$ cat config.mk
export PLATFORM = sky130hd
export DESIGN_NAME = puf_eval_ctrl_flat
export DESIGN_NICKNAME = d
export VERILOG_FILES = /design/src/rtl/puf_pkg.sv /design/src/rtl/puf_eval_ctrl_if.sv /design/src/rtl/puf_vote_bit.sv /design/src/rtl/puf_eval_ctrl.sv /design/src/flat_wrapper.sv
export SDC_FILE = /design/constraint.sdc
export NUM_CORES = 1
export LEC_CHECK = 0
export BUFFER_PORTS_ARGS = -buffer_cell sky130_fd_sc_hd__buf_2
export CAP_MARGIN = 5
export CORE_ASPECT_RATIO = 1.4
export CORE_MARGIN = 10
export CORE_UTILIZATION = 45
export DETAILED_ROUTE_END_ITERATION = 10
export PLACE_DENSITY = 0.71
export SYNTH_ARGS = -nofsm -noshare
export SYNTH_HDL_FRONTEND = slang
export SYNTH_SLANG_ARGS = --single-unit
$ cat constraint.sdc
create_clock -name clk100 -period 2.15 [get_ports clk100]
set_input_delay 0.43 -clock clk100 [delete_from_list [all_inputs] [get_ports clk100]]
set_output_delay 0.43 -clock clk100 [all_outputs]
set_load 0.03 [all_outputs]
$ cat src/rtl/puf_pkg.sv
// Shared definitions for the PUF evaluation controller: default widths,
// FSM state encoding and the sample-count fix-up helper.
// Optional feature macro used by the slice: PUF_STAB_MASK_EN.
package puf_pkg;

   localparam int Q_W_DEF     = 6;
   localparam int SEL_W_DEF   = 32;
   localparam int WAIT_W_DEF  = 4;
   localparam int NSAMP_W_DEF = 4;

   typedef logic [2:0] state_t;

   localparam state_t S_IDLE  = 3'd0;
   localparam state_t S_EVAL  = 3'd1;
   localparam state_t S_RELAX = 3'd2;
   localparam state_t S_DONE  = 3'd3;
   localparam state_t S_VALID = 3'd4;

   // A requested sample count of zero means one sample: forcing the LSB high
   // when the whole field is zero keeps the helper independent of NSAMP_W.
   function automatic logic nsamp_lsb(input logic is_zero, input logic lsb);
      return lsb | is_zero;
   endfunction

endpackage

$ cat src/rtl/puf_eval_ctrl_if.sv
// Bus-side request/result bundle of the PUF evaluation controller.
// With PUF_STAB_MASK_EN defined the bundle also carries unstable_o.
interface puf_eval_ctrl_if
   import puf_pkg::*;
#(
   parameter int Q_W     = Q_W_DEF,
   parameter int SEL_W   = SEL_W_DEF,
   parameter int WAIT_W  = WAIT_W_DEF,
   parameter int NSAMP_W = NSAMP_W_DEF
) ();

   logic               req_i;
   logic [SEL_W-1:0]   sel_i;
   logic [WAIT_W-1:0]  wait_cyc_i;
   logic [NSAMP_W-1:0] nsamp_i;
   logic               busy_o;
   logic               done_o;
   logic               valid_o;
   logic [Q_W-1:0]     Q_o;
   logic [Q_W-1:0]     invalid_o;
`ifdef PUF_STAB_MASK_EN
   logic [Q_W-1:0]     unstable_o;
`endif

   modport master (
      output req_i, sel_i, wait_cyc_i, nsamp_i,
      input  busy_o, done_o, valid_o, Q_o, invalid_o
`ifdef PUF_STAB_MASK_EN
      , unstable_o
`endif
   );

   modport slave (
      input  req_i, sel_i, wait_cyc_i, nsamp_i,
      output busy_o, done_o, valid_o, Q_o, invalid_o
`ifdef PUF_STAB_MASK_EN
      , unstable_o
`endif
   );

endinterface

$ cat src/rtl/puf_vote_bit.sv
// One response bit: ones counter, sticky Q/Qn-consistency flag, majority
// compare and (with PUF_STAB_MASK_EN) the flip-detection compare.
module puf_vote_bit
   import puf_pkg::*;
#(
   parameter int NSAMP_W = NSAMP_W_DEF
) (
   input  logic               clk,
   input  logic               rst_n,
   input  logic               clr_i,
   input  logic               smp_i,
   input  logic               q_i,
   input  logic               qn_i,
   input  logic [NSAMP_W-1:0] nsamp_i,
   output logic               maj_o,
`ifdef PUF_STAB_MASK_EN
   output logic               unst_o,
`endif
   output logic               inv_o
);

   logic [NSAMP_W-1:0] ones_q, ones_d;
   logic               inv_q, inv_d;

   // Clear on request accept, accumulate on each sample edge, else hold.
   always_comb begin
      ones_d = ones_q;
      inv_d  = inv_q;
      if (clr_i) begin
         ones_d = '0;
         inv_d  = 1'b0;
      end else if (smp_i) begin
         ones_d = ones_q + {{(NSAMP_W-1){1'b0}}, q_i};
         inv_d  = inv_q | (q_i == qn_i);
      end else begin
         ones_d = ones_q;
         inv_d  = inv_q;
      end
   end

   // Counter and sticky flag state.
   always_ff @(posedge clk or negedge rst_n) begin
      if (!rst_n) begin
         ones_q <= '0;
         inv_q  <= 1'b0;
      end else begin
         ones_q <= ones_d;
         inv_q  <= inv_d;
      end
   end

   // Strict majority at NSAMP_W+1 bits so a tie on even counts votes 0.
   assign maj_o = ({ones_q, 1'b0} > {1'b0, nsamp_i});
   assign inv_o = inv_q;
`ifdef PUF_STAB_MASK_EN
   assign unst_o = (ones_q != '0) && (ones_q != nsamp_i);
`endif

endmodule

$ cat src/rtl/puf_eval_ctrl.sv
// PUF evaluation controller: settles the array for a programmable time,
// repeats the evaluation N times and returns a temporal-majority vote.
// Optional feature macro: PUF_STAB_MASK_EN (adds unstable_o on the bus).
module puf_eval_ctrl
   import puf_pkg::*;
#(
   parameter int Q_W     = Q_W_DEF,
   parameter int SEL_W   = SEL_W_DEF,
   parameter int WAIT_W  = WAIT_W_DEF,
   parameter int NSAMP_W = NSAMP_W_DEF
) (
   input  logic             clk100,
   input  logic             arstn_clk100,
   puf_eval_ctrl_if.slave   bus,
   output logic [SEL_W-1:0] puf_sel_o,
   output logic             puf_ce_o,
   input  logic [Q_W-1:0]   puf_q_i,
   input  logic [Q_W-1:0]   puf_qn_i
);

   state_t             state_q, state_d;
   logic [WAIT_W-1:0]  cnt_q, cnt_d, wait_q, wait_d;
   logic [NSAMP_W-1:0] nsamp_q, nsamp_d, left_q, left_d;
   logic [SEL_W-1:0]   sel_q, sel_d;
   logic               ce_q, ce_d, busy_q, busy_d, done_q, done_d, valid_q, valid_d;
   logic [Q_W-1:0]     res_q, res_d, inv_q, inv_d;
   logic [Q_W-1:0]     maj_s, invb_s;
   logic [NSAMP_W-1:0] nsamp_eff_s;
   logic               accept_s, clr_s, smp_s;
`ifdef PUF_STAB_MASK_EN
   logic [Q_W-1:0]     unst_q, unst_d, unstb_s;
`endif

   // A request is taken only when idle or in the result-strobe cycle.
   assign accept_s    = bus.req_i && ((state_q == S_IDLE) || (state_q == S_VALID));
   assign nsamp_eff_s = {bus.nsamp_i[NSAMP_W-1:1],
                         nsamp_lsb(bus.nsamp_i == '0, bus.nsamp_i[0])};

   // Sequencing FSM: settle counter, remaining-sample counter and captures.
   always_comb begin
      state_d = state_q;
      cnt_d   = cnt_q;
      wait_d  = wait_q;
      nsamp_d = nsamp_q;
      left_d  = left_q;
      sel_d   = sel_q;
      clr_s   = 1'b0;
      smp_s   = 1'b0;
      case (state_q)
         S_IDLE, S_VALID: begin
            if (accept_s) begin
               state_d = S_EVAL;
               cnt_d   = '0;
               wait_d  = bus.wait_cyc_i;
               nsamp_d = nsamp_eff_s;
               left_d  = nsamp_eff_s;
               sel_d   = bus.sel_i;
               clr_s   = 1'b1;
            end else begin
               state_d = S_IDLE;
            end
         end
         S_EVAL: begin
            if (cnt_q == wait_q) begin
               smp_s  = 1'b1;
               cnt_d  = '0;
               left_d = left_q - NSAMP_W'(1);
               if (left_q == NSAMP_W'(1)) begin
                  state_d = S_DONE;
               end else begin
                  state_d = S_RELAX;
               end
            end else begin
               cnt_d = cnt_q + WAIT_W'(1);
            end
         end
         S_RELAX: state_d = S_EVAL;
         S_DONE:  state_d = S_VALID;
         default: state_d = S_IDLE;
      endcase
   end

   // Output flops follow the next state; results load on the DONE->VALID step.
   always_comb begin
      ce_d    = (state_d == S_EVAL);
      busy_d  = (state_d == S_EVAL) || (state_d == S_RELAX) || (state_d == S_DONE);
      done_d  = (state_d == S_DONE);
      valid_d = (state_d == S_VALID);
      if (state_q == S_DONE) begin
         res_d = maj_s;
         inv_d = invb_s;
      end else begin
         res_d = res_q;
         inv_d = inv_q;
      end
`ifdef PUF_STAB_MASK_EN
      if (state_q == S_DONE) begin
         unst_d = unstb_s;
      end else begin
         unst_d = unst_q;
      end
`endif
   end

   // All state and registered outputs; async reset drops puf_ce_o at once.
   always_ff @(posedge clk100 or negedge arstn_clk100) begin
      if (!arstn_clk100) begin
         state_q <= S_IDLE;
         cnt_q   <= '0;
         wait_q  <= '0;
         nsamp_q <= '0;
         left_q  <= '0;
         sel_q   <= '0;
         ce_q    <= 1'b0;
         busy_q  <= 1'b0;
         done_q  <= 1'b0;
         valid_q <= 1'b0;
         res_q   <= '0;
         inv_q   <= '0;
`ifdef PUF_STAB_MASK_EN
         unst_q  <= '0;
`endif
      end else begin
         state_q <= state_d;
         cnt_q   <= cnt_d;
         wait_q  <= wait_d;
         nsamp_q <= nsamp_d;
         left_q  <= left_d;
         sel_q   <= sel_d;
         ce_q    <= ce_d;
         busy_q  <= busy_d;
         done_q  <= done_d;
         valid_q <= valid_d;
         res_q   <= res_d;
         inv_q   <= inv_d;
`ifdef PUF_STAB_MASK_EN
         unst_q  <= unst_d;
`endif
      end
   end

   for (genvar b = 0; b < Q_W; b++) begin : g_bit
      puf_vote_bit #(.NSAMP_W(NSAMP_W)) u_vote (
         .clk     (clk100),
         .rst_n   (arstn_clk100),
         .clr_i   (clr_s),
         .smp_i   (smp_s),
         .q_i     (puf_q_i[b]),
         .qn_i    (puf_qn_i[b]),
         .nsamp_i (nsamp_q),
         .maj_o   (maj_s[b]),
`ifdef PUF_STAB_MASK_EN
         .unst_o  (unstb_s[b]),
`endif
         .inv_o   (invb_s[b])
      );
   end

   assign puf_sel_o     = sel_q;
   assign puf_ce_o      = ce_q;
   assign bus.busy_o    = busy_q;
   assign bus.done_o    = done_q;
   assign bus.valid_o   = valid_q;
   assign bus.Q_o       = res_q;
   assign bus.invalid_o = inv_q;
`ifdef PUF_STAB_MASK_EN
   assign bus.unstable_o = unst_q;
`endif

endmodule
$ cat src/flat_wrapper.sv
// flat-port wrapper written by rule: the top's interface ports become plain ports
module puf_eval_ctrl_flat import puf_pkg::*;
#(
   parameter int Q_W     = Q_W_DEF,
   parameter int SEL_W   = SEL_W_DEF,
   parameter int WAIT_W  = WAIT_W_DEF,
   parameter int NSAMP_W = NSAMP_W_DEF
)
  (clk100, arstn_clk100, puf_sel_o, puf_ce_o, puf_q_i, puf_qn_i, bus_req_i, bus_sel_i, bus_wait_cyc_i, bus_nsamp_i, bus_busy_o, bus_done_o, bus_valid_o, bus_Q_o, bus_invalid_o);
  puf_eval_ctrl_if #(.Q_W(Q_W), .SEL_W(SEL_W), .WAIT_W(WAIT_W), .NSAMP_W(NSAMP_W)) bus_i ();
  input  logic clk100;
  input  logic arstn_clk100;
  output logic [SEL_W-1:0] puf_sel_o;
  output logic puf_ce_o;
  input  logic [Q_W-1:0] puf_q_i;
  input  logic [Q_W-1:0] puf_qn_i;
  input wire logic [$bits(bus_i.req_i)-1:0] bus_req_i;
  input wire logic [$bits(bus_i.sel_i)-1:0] bus_sel_i;
  input wire logic [$bits(bus_i.wait_cyc_i)-1:0] bus_wait_cyc_i;
  input wire logic [$bits(bus_i.nsamp_i)-1:0] bus_nsamp_i;
  output wire logic [$bits(bus_i.busy_o)-1:0] bus_busy_o;
  output wire logic [$bits(bus_i.done_o)-1:0] bus_done_o;
  output wire logic [$bits(bus_i.valid_o)-1:0] bus_valid_o;
  output wire logic [$bits(bus_i.Q_o)-1:0] bus_Q_o;
  output wire logic [$bits(bus_i.invalid_o)-1:0] bus_invalid_o;
  assign bus_i.req_i = bus_req_i;
  assign bus_i.sel_i = bus_sel_i;
  assign bus_i.wait_cyc_i = bus_wait_cyc_i;
  assign bus_i.nsamp_i = bus_nsamp_i;
  assign bus_busy_o = bus_i.busy_o;
  assign bus_done_o = bus_i.done_o;
  assign bus_valid_o = bus_i.valid_o;
  assign bus_Q_o = bus_i.Q_o;
  assign bus_invalid_o = bus_i.invalid_o;
  puf_eval_ctrl #(.Q_W(Q_W), .SEL_W(SEL_W), .WAIT_W(WAIT_W), .NSAMP_W(NSAMP_W)) u_core (.clk100(clk100), .arstn_clk100(arstn_clk100), .bus(bus_i), .puf_sel_o(puf_sel_o), .puf_ce_o(puf_ce_o), .puf_q_i(puf_q_i), .puf_qn_i(puf_qn_i));
endmodule
Word level (Yosys, flattened, before mapping):

Cells that the tools add are included.
Widths: inputs -> output; s select.

* register bits: 97
* latch bits: 0
* memory bits (writable): 0
* memory bits (read-only): 0
* input port bits: 55
* output and inout port bits: 48
* memories: 0

* add/sub/neg operators: 8
* multiply operators: 0
* divide/modulo/power cells: 0
* magnitude comparators: 6
* equality and inequality tests: 18
* shift operators: 0
* multiplexer cells: 38
* bitwise gates (word level): 7
* reductions and logical operators: 12

Operators by type and width (count)
* $mux 4: 16
* $gt 5x4->1: 6
* $add 4x1->4: 6
* $mux 1: 18
* $pmux 4 s2: 2
* $eq 3x2->1 const B: 4
* $pmux 3 s4: 1
* $or 1x1->1: 7
* $eq 1x1->1: 6
* $eq 3x1->1 const B: 2
* $eq 3x3->1 const B: 2
* $add 4x1->4 const B: 1
* $eq 4x1->1 const B: 1
* $eq 4x4->1: 1
* $logic_not 4->1: 1
* $ne 2x1->1 const B: 2
* $reduce_and 2->1: 2
* $reduce_bool 2->1: 2
* $sub 4x1->4 const B: 1
* $logic_not 3->1: 1
* $logic_or 1x1->1: 3
* $mux 3: 1
* $reduce_and 3->1: 1
* $reduce_or 2->1: 1
* $logic_and 1x1->1: 1

Logic depth before layout (Yosys ltp):

* depth in word-level cells: 8
* depth in mapped cells: 7

Hierarchy:

A second synthesis with hierarchy kept.

* cells, all modules: 474
* area, all modules: 4558.1 um^2

Modules (own cells, without submodules)
* puf_eval_ctrl: instances 1, cells each 294, area each 2711.4 um^2
* puf_vote_bit: instances 6, cells each 30, area each 307.8 um^2

Worst setup path after synthesis:

Ideal clock, no wire load.

* path kind: register -> register
* from: register u_core.cnt_q[0]
* to: register u_core.left_q[3]
* library setup time: 0.126 ns
* arrival time: 1.887 ns
* data required time: 2.024 ns
* path slack: 0.137 ns
* stages on the path, launching flop included: 6
* path buffers: 1
* path through: dfrtp_1 xor2_1 or4_4 buf_6 a221o_1 a221o_1

* word-level cells in the longest chain between the ends: 3

Ends and longest elaborated chain
* start: declaration: line puf_eval_ctrl.sv:22 `logic [WAIT_W-1:0] cnt_q, cnt_d, wait_q, wait_d;`
* start signal: assignment: line puf_eval_ctrl.sv:125 `cnt_q <= cnt_d;`
* $eq 4x4->1: line puf_eval_ctrl.sv:64 `if (cnt_q == wait_q) begin`
* $ne 2x1->1 (no line)
* $reduce_and 3->1 (no line)
* end signal: assignment: line puf_eval_ctrl.sv:128 `left_q <= left_d;`
* end: declaration: line puf_eval_ctrl.sv:23 `logic [NSAMP_W-1:0] nsamp_q, nsamp_d, left_q, left_d;`

No other way between the ends.
A chain may end at the register's enable or synchronous reset.

Final worst setup path:

* from: register u_core.cnt_q[1]
* to: register u_core.g_bit[2].u_vote.ones_q[1]

* word-level cells in the longest chain between the ends: 4

Ends and longest elaborated chain
* $eq 4x4->1: line puf_eval_ctrl.sv:64
* $mux 1: line puf_eval_ctrl.sv:64
* $mux 1: line puf_eval_ctrl.sv:49 `case (state_q)`
* $reduce_bool 2->1 (no line)
* end signal: assignment: line puf_vote_bit.sv:47 `ones_q <= ones_d;`
* end: declaration: line puf_vote_bit.sv:22 `logic [NSAMP_W-1:0] ones_q, ones_d;`

No other way between the ends.

==> results.md <==
* Vias/cell at 5.10
* Outcome: finished clean
* Pint at 4.84 mW
* Origin of the worst setup path: u_core.cnt_q[1]$_DFFE_PN0P_
* Initial antenna violation count at 0
* Initial DRC Count at 187
* Die extent in x at 105 µm
* Seq pwr share at 34.5%
* Worst reg2reg path depth at 6
* Final critical-path share of the clock period at 95.5%
* Crit path capture: u_core.g_bit[2].u_vote.ones_q[1]$_DFFE_PN0P_
* Logic pwr share at 45.5%
* Worst R2R Start: u_core.cnt_q[1]$_DFFE_PN0P_
* Post-Route Setup TNS at 0 ns
* CP Launch Type: flop
* Total global-route track usage at 15.6%
* Top_reg_cell synth: dfrtp_1
* Register area share after synthesis at 53.0%
* Post-synth EDFFs at 0
* ANT cells at 0
* Layout cell share with drive strength beyond 1 at 23.4%
* Clock buffer count from CTS at 9
* Area Growth Syn to Fin at 22.8%
* Core area at 9950 µm²
* Clock skew at 0.00780 ns
* Clock sink count at 97
* First-pass iteration count of the detailed router at 4
* CP delay by family, top: simple AND/OR/NAND/NOR gates
* Post-Syn Area per Cell at 9.52 µm²
* CTS tree: yes
* IO Pins at 103
* Yosys cell types at 39
* RD Place Congestion at 0.801
* Ys async rst share at 100%
* Routed Antenna Nets at 0
* Root buffer cell: clkbuf_16
* I/O Buffers at 102
* Min cycle time layout at 2.05 ns
* Overflow after GRT at 0
* Die height at 139 µm
* RSZ-0062 raised after global routing: false
* Hold WS at 0.112 ns
* DRC at 0
* Total Wirelength at 11200 µm
* Reg clk slew, reported paths at 0.07 ns
* Largest net degree at the start of global routing at 98
* Power Density at 1530 nW/µm²
* Global-route wire length before repair at 18900 µm
* Post-Syn Area at 4580 µm²
* Max incr delay on CP at 0.61 ns
* Worst-Skew Late Latency at 0.34 ns
* HP Class: input port to async pin
* Crit end category: flop
* Maximum fanout along the worst path at 15
* Clock power share at 20.0%
* FF+latch area at 2430 µm²
* Slew Limit Fails at 0
* Syn. warnings at 0
* Hold Fails Final Rpt at 0
* Worst-margin pin slew at 0.789 ns
* Setup violators final at 0
* Vias in the first global route at 3943
* WP data arrival at 2.26 ns
* CTS H-tree lvls at 3
* Worst endpoint required time at 2.36 ns
* Hold_buf cts at 0
* HPWL Detailed at 7990 µm
* # Post-CTS Setup Buffers at 0
* CTS max path bufs at 2
* Total of max-cap violations at 0
* Slowest stage cell, crit path: or4_4
* Worst vdd ir at 0.766 mV
* Post-cts sizing count at 0
* Multi-input logic area at 2030 µm²
* R2r setup slk at 0.1 ns
* Leak at 3.00 nW
* Worst r2r dst: u_core.g_bit[2].u_vote.ones_q[1]$_DFFE_PN0P_
* Fill count at 896
* Relative slew slack at 47.2%
* Crit path buffers/inverters at 2
* Nets@finish at 672
* Full die area at 14700 µm²
* Initial Util at 46.0%
* Mapped Cells at 481
* Placement Rows at 43
* Kind of critical path: flop to flop
* Worst-path cell chain: xor2_1 > or4_4 > buf_4 > nor2_1 > buf_6 > o21ai_0
* Sw power at 3.75 mW
* Crit path depth at 6
* Sw frac at 43.6%
* DR WL/cell at 15.5 µm
* DR vias at 3696
* FF+latch count, synth at 97
* Peak Freq at 487 MHz
* Synthesized Nets at 569
==> through the flow <==
| step | total power, mW | util, % | cell area, µm² | setup WS [ns] | cells |
|---|---|---|---|---|---|
| 3_5_place_dp | 6.93 | 53.3 | 5300 | 0.0872 | 708 |
| 4_1_cts | 8.68 | 56.5 | 5620 | 0.0370 | 724 |
| 6_report | 8.59 | 56.5 | 5620 | 0.0970 | 724 |
| 2_1_floorplan | 5.61 | - | 4580 | 0.137 | 481 |
| 3_3_place_gp | 6.78 | 53.3 | 5300 | 0.156 | 708 |
| 5_1_grt | 9.22 | 56.5 | 5620 | 0.00200 | 724 |
==> per-layer routing <==
metal  GRT usage (%)  up-vias  part of all wire, %
met5               0        -                    0
met4            5.29        0                  1.5
met3            5.18       12                  5.3
met2            27.1       90                   52
met1            17.3     1767                   41
li1                -     1827                    -
==> worst min path at each step <==
stage,from,endpoint,slack (ns),cells after the start
global placement,u_core.bus.invalid_o[5]$_DFFE_PN0N_,u_core.bus.invalid_o[5]$_DFFE_PN0N_,0.45,2
CTS,arstn_clk100,u_core.bus.invalid_o[2]$_DFFE_PN0N_,0.16,2
finish,arstn_clk100,u_core.g_bit[2].u_vote.inv_o$_DFFE_PN0P_,0.11,2
floorplan,arstn_clk100,u_core.bus.Q_o[0]$_DFFE_PN0N_,0.13,0
detailed placement,u_core.puf_sel_o[16]$_DFFE_PN0N_,u_core.puf_sel_o[16]$_DFFE_PN0N_,0.46,2
global route,arstn_clk100,u_core.bus.invalid_o[2]$_DFFE_PN0N_,0.16,2
==> placed cells by master, fill, tap and decap left out, types with 2 or more instances in the layout <==
master,synthesis,routed
a22o_1,6,6
dfrtp_1,97,97
a21oi_1,18,18
a221o_1,2,2
clkinv_2,0,3
bufinv_16,0,2
and3_1,6,6
buf_4,0,12
or4_1,7,7
nand4b_1,6,6
buf_2,2,101
xnor2_1,6,6
o21ai_0,25,25
a21o_1,2,2
or3_1,2,2
nand2_1,158,158
nor2_1,17,17
o311ai_0,3,2
nor3_1,4,4
mux2i_1,5,5
nand2b_1,4,4
ha_1,33,33
clkbuf_16,0,9
xor2_1,6,6
nor2b_1,6,6
buf_12,0,2
nor3b_2,0,2
nand3_1,19,19
inv_1,9,9
o31ai_1,3,3
==> worst reg2reg max path, cell delays in order (launching register included) <==
cell and delay (ns):
dfrtp_1 0.42, xor2_1 0.20, or4_4 0.61, buf_4 0.20, nor2_1 0.16, buf_6 0.19, o21ai_0 0.14
==> power groups by stage <==
stage | registers (mW) | logic [mW] | clock network, mW
finish | 2.96 | 3.91 | 1.71
floorplan | 3.72 | 1.88 | 0
global route | 3.05 | 4.33 | 1.84
CTS | 2.96 | 3.96 | 1.75
global placement | 2.96 | 3.82 | 0
detailed placement | 2.98 | 3.95 | 0
==> kinds of logic (layout without fill, tap and decap cells) <==
family | Yosys count | in the layout | synth area share, %
XOR/XNOR | 12 | 12 | 2.29
flip-flops | 97 | 97 | 53.0
multiplexers | 5 | 5 | 1.09
buffers and inverters | 33 | 141 | 2.92
AND/OR/NAND/NOR | 236 | 236 | 22.9
adder cells (fa/ha/maj) | 33 | 33 | 9.01
AO/OA/AOI/OAI | 65 | 65 | 8.77
==> layout make-up <==
cell class              count  share of cell area [%]
clock buffers               9                    4.00
clock inverters             7                    1.65
inverters                   9                   0.601
multi-input cells         351                    36.1
flip-flops and latches     97                    43.2
well taps                 135                    3.00
repair buffers            116                    11.5
==> sequential cells by signal, summed over array words and instances, names as in the netlist, 3 cells and up <==
register and cells:
u_core.wait_q 4, u_core.g_bit.u_vote.ones_q 24, u_core.g_bit.u_vote.inv_o 6, u_core.bus.invalid_o 6, u_core.state_q 3, u_core.left_q 4
u_core.nsamp_q 4, u_core.bus.Q_o 6, u_core.cnt_q 4, u_core.puf_sel_o 32
==> cells in the mapped netlist (all sizes together), types with 2 or more instances <==
library cell / n / area, µm²
nand4b: 6 / 52.6
xor2: 6 / 52.6
nor2b: 6 / 37.5
o31ai: 3 / 22.5
dfrtp: 97 / 2430
a21o: 2 / 15.0
nand2b: 4 / 25.0
or4: 8 / 63.8
a221o: 2 / 20.0
xnor2: 6 / 52.6
inv: 9 / 33.8
or3: 2 / 12.5
a21oi: 18 / 90.1
o21ai: 25 / 125
ha: 33 / 413
clkbuf: 20 / 75.1
mux2i: 5 / 50.1
nand3: 19 / 95.1
a22o: 6 / 52.6
nand2: 158 / 593
and3: 6 / 37.5
o311ai: 3 / 26.3
buf: 4 / 25.0
nor2: 17 / 63.8
nor3b: 2 / 15.0
nor3: 4 / 20.0
No activity file was read; power rests on OpenSTA's default activity.
